==> src/rtl/clk_div_pkg.sv <==
// Shared definitions for the divided-clock duty monitor: FSM encoding and default counter width.
package clk_div_pkg;

  localparam int CNT_W_DEF = 16;

  typedef enum logic [1:0] {
    WAIT_RISE = 2'd0,
    HIGH      = 2'd1,
    LOW       = 2'd2
  } mon_state_e;

endpackage

==> src/rtl/clk_duty_monitor_if.sv <==
// Measurement bus of the duty monitor: enable and clock-under-test in, period/high-time results out.
interface clk_duty_monitor_if
  import clk_div_pkg::*;
#(
  parameter int CNT_W = CNT_W_DEF
);
  logic             en;
  logic             clk_in;
  logic [CNT_W-1:0] period;
  logic [CNT_W-1:0] high_time;
  logic             meas_valid;
  logic             duty_ok;
  logic             stuck;

  modport master (
    input  en,
    input  clk_in,
    output period,
    output high_time,
    output meas_valid,
    output duty_ok,
    output stuck
  );

  modport slave (
    output en,
    output clk_in,
    input  period,
    input  high_time,
    input  meas_valid,
    input  duty_ok,
    input  stuck
  );
endinterface

==> src/rtl/edge_sync.sv <==
// Synchronises the asynchronous clock under test into clk and flags its rising/falling edges.
module edge_sync #(
  parameter int SYNC_STAGES = 2
) (
  input  logic clk,
  input  logic rst,
  input  logic clk_in,
  output logic s,
  output logic rise,
  output logic fall
);

  logic [SYNC_STAGES-1:0] sync_q;
  logic                   s_d_q;
  logic [SYNC_STAGES:0]   primed_q;

  always_ff @(posedge clk) begin
    if (rst) begin
      sync_q   <= '0;
      s_d_q    <= 1'b0;
      primed_q <= '0;
    end else begin
      sync_q   <= {sync_q[SYNC_STAGES-2:0], clk_in};
      s_d_q    <= sync_q[SYNC_STAGES-1];
      primed_q <= {primed_q[SYNC_STAGES-1:0], 1'b1};
    end
  end

  assign s = sync_q[SYNC_STAGES-1];

  // Edges are only trusted once the whole chain holds real samples, so the
  // zeroed flops after reset cannot fake a rise while clk_in is already high.
  assign rise = primed_q[SYNC_STAGES] & s & ~s_d_q;
  assign fall = primed_q[SYNC_STAGES] & ~s & s_d_q;

endmodule

==> src/rtl/clk_duty_monitor.sv <==
// Measures period and high time of a divided clock in clk cycles, checks ~50% duty, flags a stuck input.
module clk_duty_monitor
  import clk_div_pkg::*;
#(
  parameter int CNT_W       = CNT_W_DEF,
  parameter int SYNC_STAGES = 2
) (
  input logic               clk,
  input logic               rst,
  clk_duty_monitor_if.master bus
);

  localparam logic [CNT_W-1:0] CNT_MAX = '1;
  localparam logic [CNT_W-1:0] CNT_ONE = {{(CNT_W-1){1'b0}}, 1'b1};
  localparam logic signed [CNT_W:0] DIFF_ONE = {{CNT_W{1'b0}}, 1'b1};

  function automatic logic [CNT_W-1:0] sat_inc(input logic [CNT_W-1:0] v);
    return (v == CNT_MAX) ? v : v + CNT_ONE;
  endfunction

  function automatic logic duty_within(input logic [CNT_W-1:0] hi, input logic [CNT_W-1:0] lo);
    logic signed [CNT_W:0] diff;
    diff = $signed({1'b0, hi}) - $signed({1'b0, lo});
    return (diff >= -DIFF_ONE) && (diff <= DIFF_ONE);
  endfunction

  logic s, rise, fall;

  edge_sync #(
    .SYNC_STAGES(SYNC_STAGES)
  ) u_edge_sync (
    .clk   (clk),
    .rst   (rst),
    .clk_in(bus.clk_in),
    .s     (s),
    .rise  (rise),
    .fall  (fall)
  );

  mon_state_e       state_q, state_d;
  logic [CNT_W-1:0] hi_cnt_q, hi_cnt_d;
  logic [CNT_W-1:0] lo_cnt_q, lo_cnt_d;
  logic [CNT_W-1:0] period_q, period_d;
  logic [CNT_W-1:0] high_time_q, high_time_d;
  logic             meas_valid_q, meas_valid_d;
  logic             duty_ok_q, duty_ok_d;
  logic             stuck_q, stuck_d;

  always_comb begin
    state_d      = state_q;
    hi_cnt_d     = hi_cnt_q;
    lo_cnt_d     = lo_cnt_q;
    period_d     = period_q;
    high_time_d  = high_time_q;
    meas_valid_d = 1'b0;
    duty_ok_d    = duty_ok_q;
    stuck_d      = stuck_q;

    if (!bus.en) begin
      state_d  = WAIT_RISE;
      hi_cnt_d = '0;
      lo_cnt_d = '0;
      stuck_d  = 1'b0;
    end else begin
      if (rise) stuck_d = 1'b0;
      case (state_q)
        WAIT_RISE: begin
          if (rise) begin
            state_d  = HIGH;
            hi_cnt_d = CNT_ONE;
            lo_cnt_d = '0;
          end
        end
        HIGH: begin
          if (fall) begin
            state_d  = LOW;
            lo_cnt_d = CNT_ONE;
          end else if (s) begin
            hi_cnt_d = sat_inc(hi_cnt_q);
            if (hi_cnt_d == CNT_MAX) begin
              stuck_d = 1'b1;
              state_d = WAIT_RISE;
            end
          end
        end
        LOW: begin
          // Rise wins over saturation: a completed cycle is always published.
          if (rise) begin
            period_d     = hi_cnt_q + lo_cnt_q;
            high_time_d  = hi_cnt_q;
            duty_ok_d    = duty_within(hi_cnt_q, lo_cnt_q);
            meas_valid_d = 1'b1;
            state_d      = HIGH;
            hi_cnt_d     = CNT_ONE;
            lo_cnt_d     = '0;
          end else if (!s) begin
            lo_cnt_d = sat_inc(lo_cnt_q);
            if (lo_cnt_d == CNT_MAX) begin
              stuck_d = 1'b1;
              state_d = WAIT_RISE;
            end
          end
        end
        default: state_d = WAIT_RISE;
      endcase
    end
  end

  always_ff @(posedge clk) begin
    if (rst) begin
      state_q      <= WAIT_RISE;
      hi_cnt_q     <= '0;
      lo_cnt_q     <= '0;
      period_q     <= '0;
      high_time_q  <= '0;
      meas_valid_q <= 1'b0;
      duty_ok_q    <= 1'b0;
      stuck_q      <= 1'b0;
    end else begin
      state_q      <= state_d;
      hi_cnt_q     <= hi_cnt_d;
      lo_cnt_q     <= lo_cnt_d;
      period_q     <= period_d;
      high_time_q  <= high_time_d;
      meas_valid_q <= meas_valid_d;
      duty_ok_q    <= duty_ok_d;
      stuck_q      <= stuck_d;
    end
  end

  assign bus.period     = period_q;
  assign bus.high_time  = high_time_q;
  assign bus.meas_valid = meas_valid_q;
  assign bus.duty_ok    = duty_ok_q;
  assign bus.stuck      = stuck_q;

endmodule
==> src/flat_wrapper.sv <==
// flat-port wrapper written by rule: the top's interface ports become plain ports
module clk_duty_monitor_flat import clk_div_pkg::*;
#(
  parameter int CNT_W       = CNT_W_DEF,
  parameter int SYNC_STAGES = 2
)
  (clk, rst, bus_en, bus_clk_in, bus_period, bus_high_time, bus_meas_valid, bus_duty_ok, bus_stuck);
  clk_duty_monitor_if #(.CNT_W(CNT_W)) bus_i ();
  input logic clk;
  input logic rst;
  input wire logic [$bits(bus_i.en)-1:0] bus_en;
  input wire logic [$bits(bus_i.clk_in)-1:0] bus_clk_in;
  output wire logic [$bits(bus_i.period)-1:0] bus_period;
  output wire logic [$bits(bus_i.high_time)-1:0] bus_high_time;
  output wire logic [$bits(bus_i.meas_valid)-1:0] bus_meas_valid;
  output wire logic [$bits(bus_i.duty_ok)-1:0] bus_duty_ok;
  output wire logic [$bits(bus_i.stuck)-1:0] bus_stuck;
  assign bus_i.en = bus_en;
  assign bus_i.clk_in = bus_clk_in;
  assign bus_period = bus_i.period;
  assign bus_high_time = bus_i.high_time;
  assign bus_meas_valid = bus_i.meas_valid;
  assign bus_duty_ok = bus_i.duty_ok;
  assign bus_stuck = bus_i.stuck;
  clk_duty_monitor #(.CNT_W(CNT_W), .SYNC_STAGES(SYNC_STAGES)) u_core (.clk(clk), .rst(rst), .bus(bus_i));
endmodule
==> config.mk <==
export PLATFORM = sky130hd
export DESIGN_NAME = clk_duty_monitor_flat
export DESIGN_NICKNAME = d
export VERILOG_FILES = /design/src/rtl/clk_div_pkg.sv /design/src/rtl/clk_duty_monitor_if.sv /design/src/rtl/edge_sync.sv /design/src/rtl/clk_duty_monitor.sv /design/src/flat_wrapper.sv
export SDC_FILE = /design/constraint.sdc
export NUM_CORES = 1
export LEC_CHECK = 0
export CORE_MARGIN = 2
export CORE_UTILIZATION = 60
export CTS_CLUSTER_SIZE = 10
export DETAILED_ROUTE_END_ITERATION = 16
export PLACE_DENSITY = 0.81
export SETUP_SLACK_MARGIN = 0.15
export SYNTH_ARGS = -nofsm -noshare
export SYNTH_HDL_FRONTEND = slang
export SYNTH_HIERARCHICAL = 1
export SYNTH_SLANG_ARGS = --single-unit
==> constraint.sdc <==
create_clock -name clk -period 5.4 [get_ports clk]
set_clock_uncertainty 0.2 [all_clocks]
set_input_delay 0.54 -clock clk [delete_from_list [all_inputs] [get_ports clk]]
set_output_delay 0.54 -clock clk [all_outputs]
set_load 0.01 [all_outputs]
==> impl_metrics.yaml <==
floorplan:
  placement_rows: 34
  core_area_um2: 8810
  start_util_pct: 62.6
  io_pins: 39
  die_h_um: 99.9
  fp.dieW_um: 99.9
  die_area_um2: 9970
detailed_routing:
  drtPass1Iterations: 5
  via_per_inst: 6.54
  wire_per_inst_um: 18.0
  drtAntennaViolNets: 0
  drtIter0Drc: 431
  num_vias: 5640
  drc: 0
  routed_wl_um: 15500
finish:
  nFillCells: 774
  nNetsFinal: 793
  final_core_utilization_pct: 69.8
  area_delta_synth_final_pct: 11.4
  drive_above_1_share_pct: 6.37
  antenna_cells: 0
  fin_area_um2: 6140
global_route:
  use_met3_pct: 3.83
  grt.total_usage_pct: 31.2
  grt_use_met2_pct: 50.6
  grt_pass1_wl_um: 25100
  use_met1_pct: 41.9
  grt_max_degree: 42
  grt_overflow: 0
  busiest_layer: "met2"
  grt_pass1_vias: 5173
  grt_antenna_before_repair: 0
worst_hold_path:
  hold_class: "flop to flop"
logic_synthesis:
  ys_seq_area_share_pct: 27.2
  synth_edf_count: 0
  synth.distinct_cells: 71
  yosys_warnings: 6
  synthFlopType: "dfxtp_1"
  synth_area_um2: 5510
  synthArstFlopShare_pct: 0
  syn-num-nets: 780
  avgSynthCellArea_um2: 7.49
  netlist_instances: 736
  ys_ff_latch: 75
sta:
  relSlewSlack_pct: 36.2
  timing.fmax_ghz: 0.209
  setup_tns_ns: 0
  hold_violations: 0
  fin_crit_ns: 4.78
  tightest_slew_ns: 0.957
  setup_viol: 0
  timing.final.crit_share_pct: 88.4
  maxSlewViolCount: 0
  rsz0062_at_grt: "false"
  worst_slack_ns: 0.624
cts:
  cts.htree.levels: 3
  cts_setup_buffers: 0
  clock_sinks: 75
  cts_tree: "done"
  clk_pin_slew_worst_paths_ns: 0.09
  cts_max_path_buffers: 2
  insertion_delay_ns: 0.36
  cts_buffers: 9
  cts_resized: 0
  cts_root_buf: "clkbuf_8"
  hold_buffers: 0
worst_setup_path:
  worstSetupPathType: "flop to flop"
  crit_fanout: 10
  critPathCaptureType: "flop"
  required_ns: 5.47
  crit_chain: "inv_1 -> ha_1 -> fa_1 -> nand2b_1 -> a21o_1 -> a21oi_1 -> a21oi_1 -> o311ai_0 -> nand4_1 -> or4_1 -> a2111oi_0 -> ha_1 -> nand2b_1 -> nand3_1 -> and4b_1 -> nand4b_1 -> nand4bb_1 -> o31ai_1"
  cp_slowest_cell: "dfxtp_1"
  cp_slowest_stage_delay_ns: 0.51
  arrival_ns: 4.85
  cp-start-kind: "flop"
placed_design:
  gp_congestion: 0.939
  pre_cts_slack_ns: 0.697
  hpwl_um: 11600
  place_area_um2: 5910
  portBuffers: 38
status:
  status: "completed"
pwr:
  ir_drop_mv: 0.136
  power_leakage_nw: 2.16
  p_per_area_nw_per_um2: 177
job:
  drv_cap: 0
stage by stage:
| step | std cells | hold WS, ns | power, mW |
|---|---|---|---|
| after CTS | 862 | 0.244 | 1.09 |
| final | 862 | 0.244 | 1.08 |
| after global routing | 862 | 0.267 | 1.11 |
| after detailed placement | 846 | 0.222 | 0.586 |
| after global placement | 846 | 0.215 | 0.585 |
| after floorplan | 736 | 0.214 | 0.579 |
kinds of logic after synthesis:
group	after synthesis	synth area share, %
xor+xnor	20	3.18
simple gates	299	27.8
compound gates	212	25.1
mux	5	1.11
buf+inv	85	6.24
fa+ha+maj	40	9.35
flops	75	27.2
Yosys cell counts, types with 5 or more instances:
| cell | count | area, µm² |
|---|---|---|
| o31ai_1 | 8 | 60.1 |
| nor2_1 | 75 | 282 |
| ha_1 | 38 | 475 |
| buf_2 | 7 | 35.0 |
| xor2_1 | 5 | 43.8 |
| xnor2_1 | 15 | 131 |
| nor2b_1 | 13 | 81.3 |
| nor3_1 | 33 | 165 |
| or3_1 | 11 | 68.8 |
| o211ai_1 | 5 | 37.5 |
| nand2b_1 | 11 | 68.8 |
| a211oi_1 | 15 | 113 |
| dfxtp_1 | 75 | 1500 |
| a21oi_1 | 70 | 350 |
| o21ai_0 | 39 | 195 |
| nand2_1 | 78 | 293 |
| nand3_1 | 17 | 85.1 |
| buf_1 | 5 | 18.8 |
| a311oi_1 | 11 | 96.3 |
| nand4_1 | 15 | 93.8 |
| inv_1 | 38 | 143 |
| clkbuf_1 | 30 | 113 |
| a31oi_1 | 10 | 62.6 |
| o21a_1 | 8 | 60.1 |
| and3_1 | 6 | 37.5 |
| nor4_1 | 8 | 50.1 |
cell usage in the layout (no fill, tap or decap), types with 17 or more instances in the layout:
cell type | netlist | final
nand2_1 | 78 | 78
nor2_1 | 75 | 75
dfxtp_1 | 75 | 75
a21oi_1 | 70 | 70
o21ai_0 | 39 | 39
clkdlybuf4s50_1 | 0 | 38
inv_1 | 38 | 38
ha_1 | 38 | 38
nor3_1 | 33 | 33
nand3_1 | 17 | 17
final timing paths:
check | slack (ns) | endpoint | from | depth (start not counted)
max | 0.62 | u_core/bus.duty_ok | u_core/hi_cnt_q[0] | 18
min reg2reg | 0.24 | u_core/u_edge_sync/primed_q[1] | u_core/u_edge_sync/primed_q[0] | 1
min | 0.24 | u_core/u_edge_sync/primed_q[1] | u_core/u_edge_sync/primed_q[0] | 1
max reg2reg | 0.62 | u_core/bus.duty_ok | u_core/hi_cnt_q[0] | 18
cell type report:
cell class                 instances  area (µm²)  share of cell area [%]
clock buffer                      10         138                    2.24
inverter                          38         143                    2.32
clock inverter                     6        95.1                    1.55
sequential                        75        1500                    24.4
multi-input combinational        576        3670                    59.7
tap                              108         135                    2.20
timing repair buffer              49         463                    7.54
critical path, delay by kind of cell (launching register included):
kind / cells / cell delay (ns)
AO/OA/AOI/OAI: 6 / 1.54
AND/OR/NAND/NOR: 8 / 1.42
adder cells (fa/ha/maj): 3 / 0.95
flip-flops: 1 / 0.51
buffers and inverters: 1 / 0.08
registers in the layout (all words and copies together), names as in the netlist:
signal,count
u_core/bus.high_time,16
u_core/bus.period,16
u_core/hi_cnt_q,16
u_core/lo_cnt_q,16
u_core/u_edge_sync/primed_q,3
u_core/state_q,2
u_core/u_edge_sync/sync_q,2
u_core/bus.duty_ok,1
u_core/bus.meas_valid,1
u_core/bus.stuck,1
u_core/u_edge_sync/s_d_q,1
where the power goes:
part           switching, mW  internal (mW)  leakage [nW]  total, mW
logic                 0.0124        0.00513          1.44     0.0175
registers           0.000938          0.554         0.605      0.555
clock network          0.234          0.278         0.111      0.512
total                  0.247          0.837          2.16       1.08
layer usage:
metal / vias to the layer above / share of wire, %
li1: 2695 / -
met1: 2638 / 42
met2: 264 / 46
met3: 43 / 8.8
met4: 0 / 3.4
met5: - / 0
No activity file was read; power rests on OpenSTA's default activity.
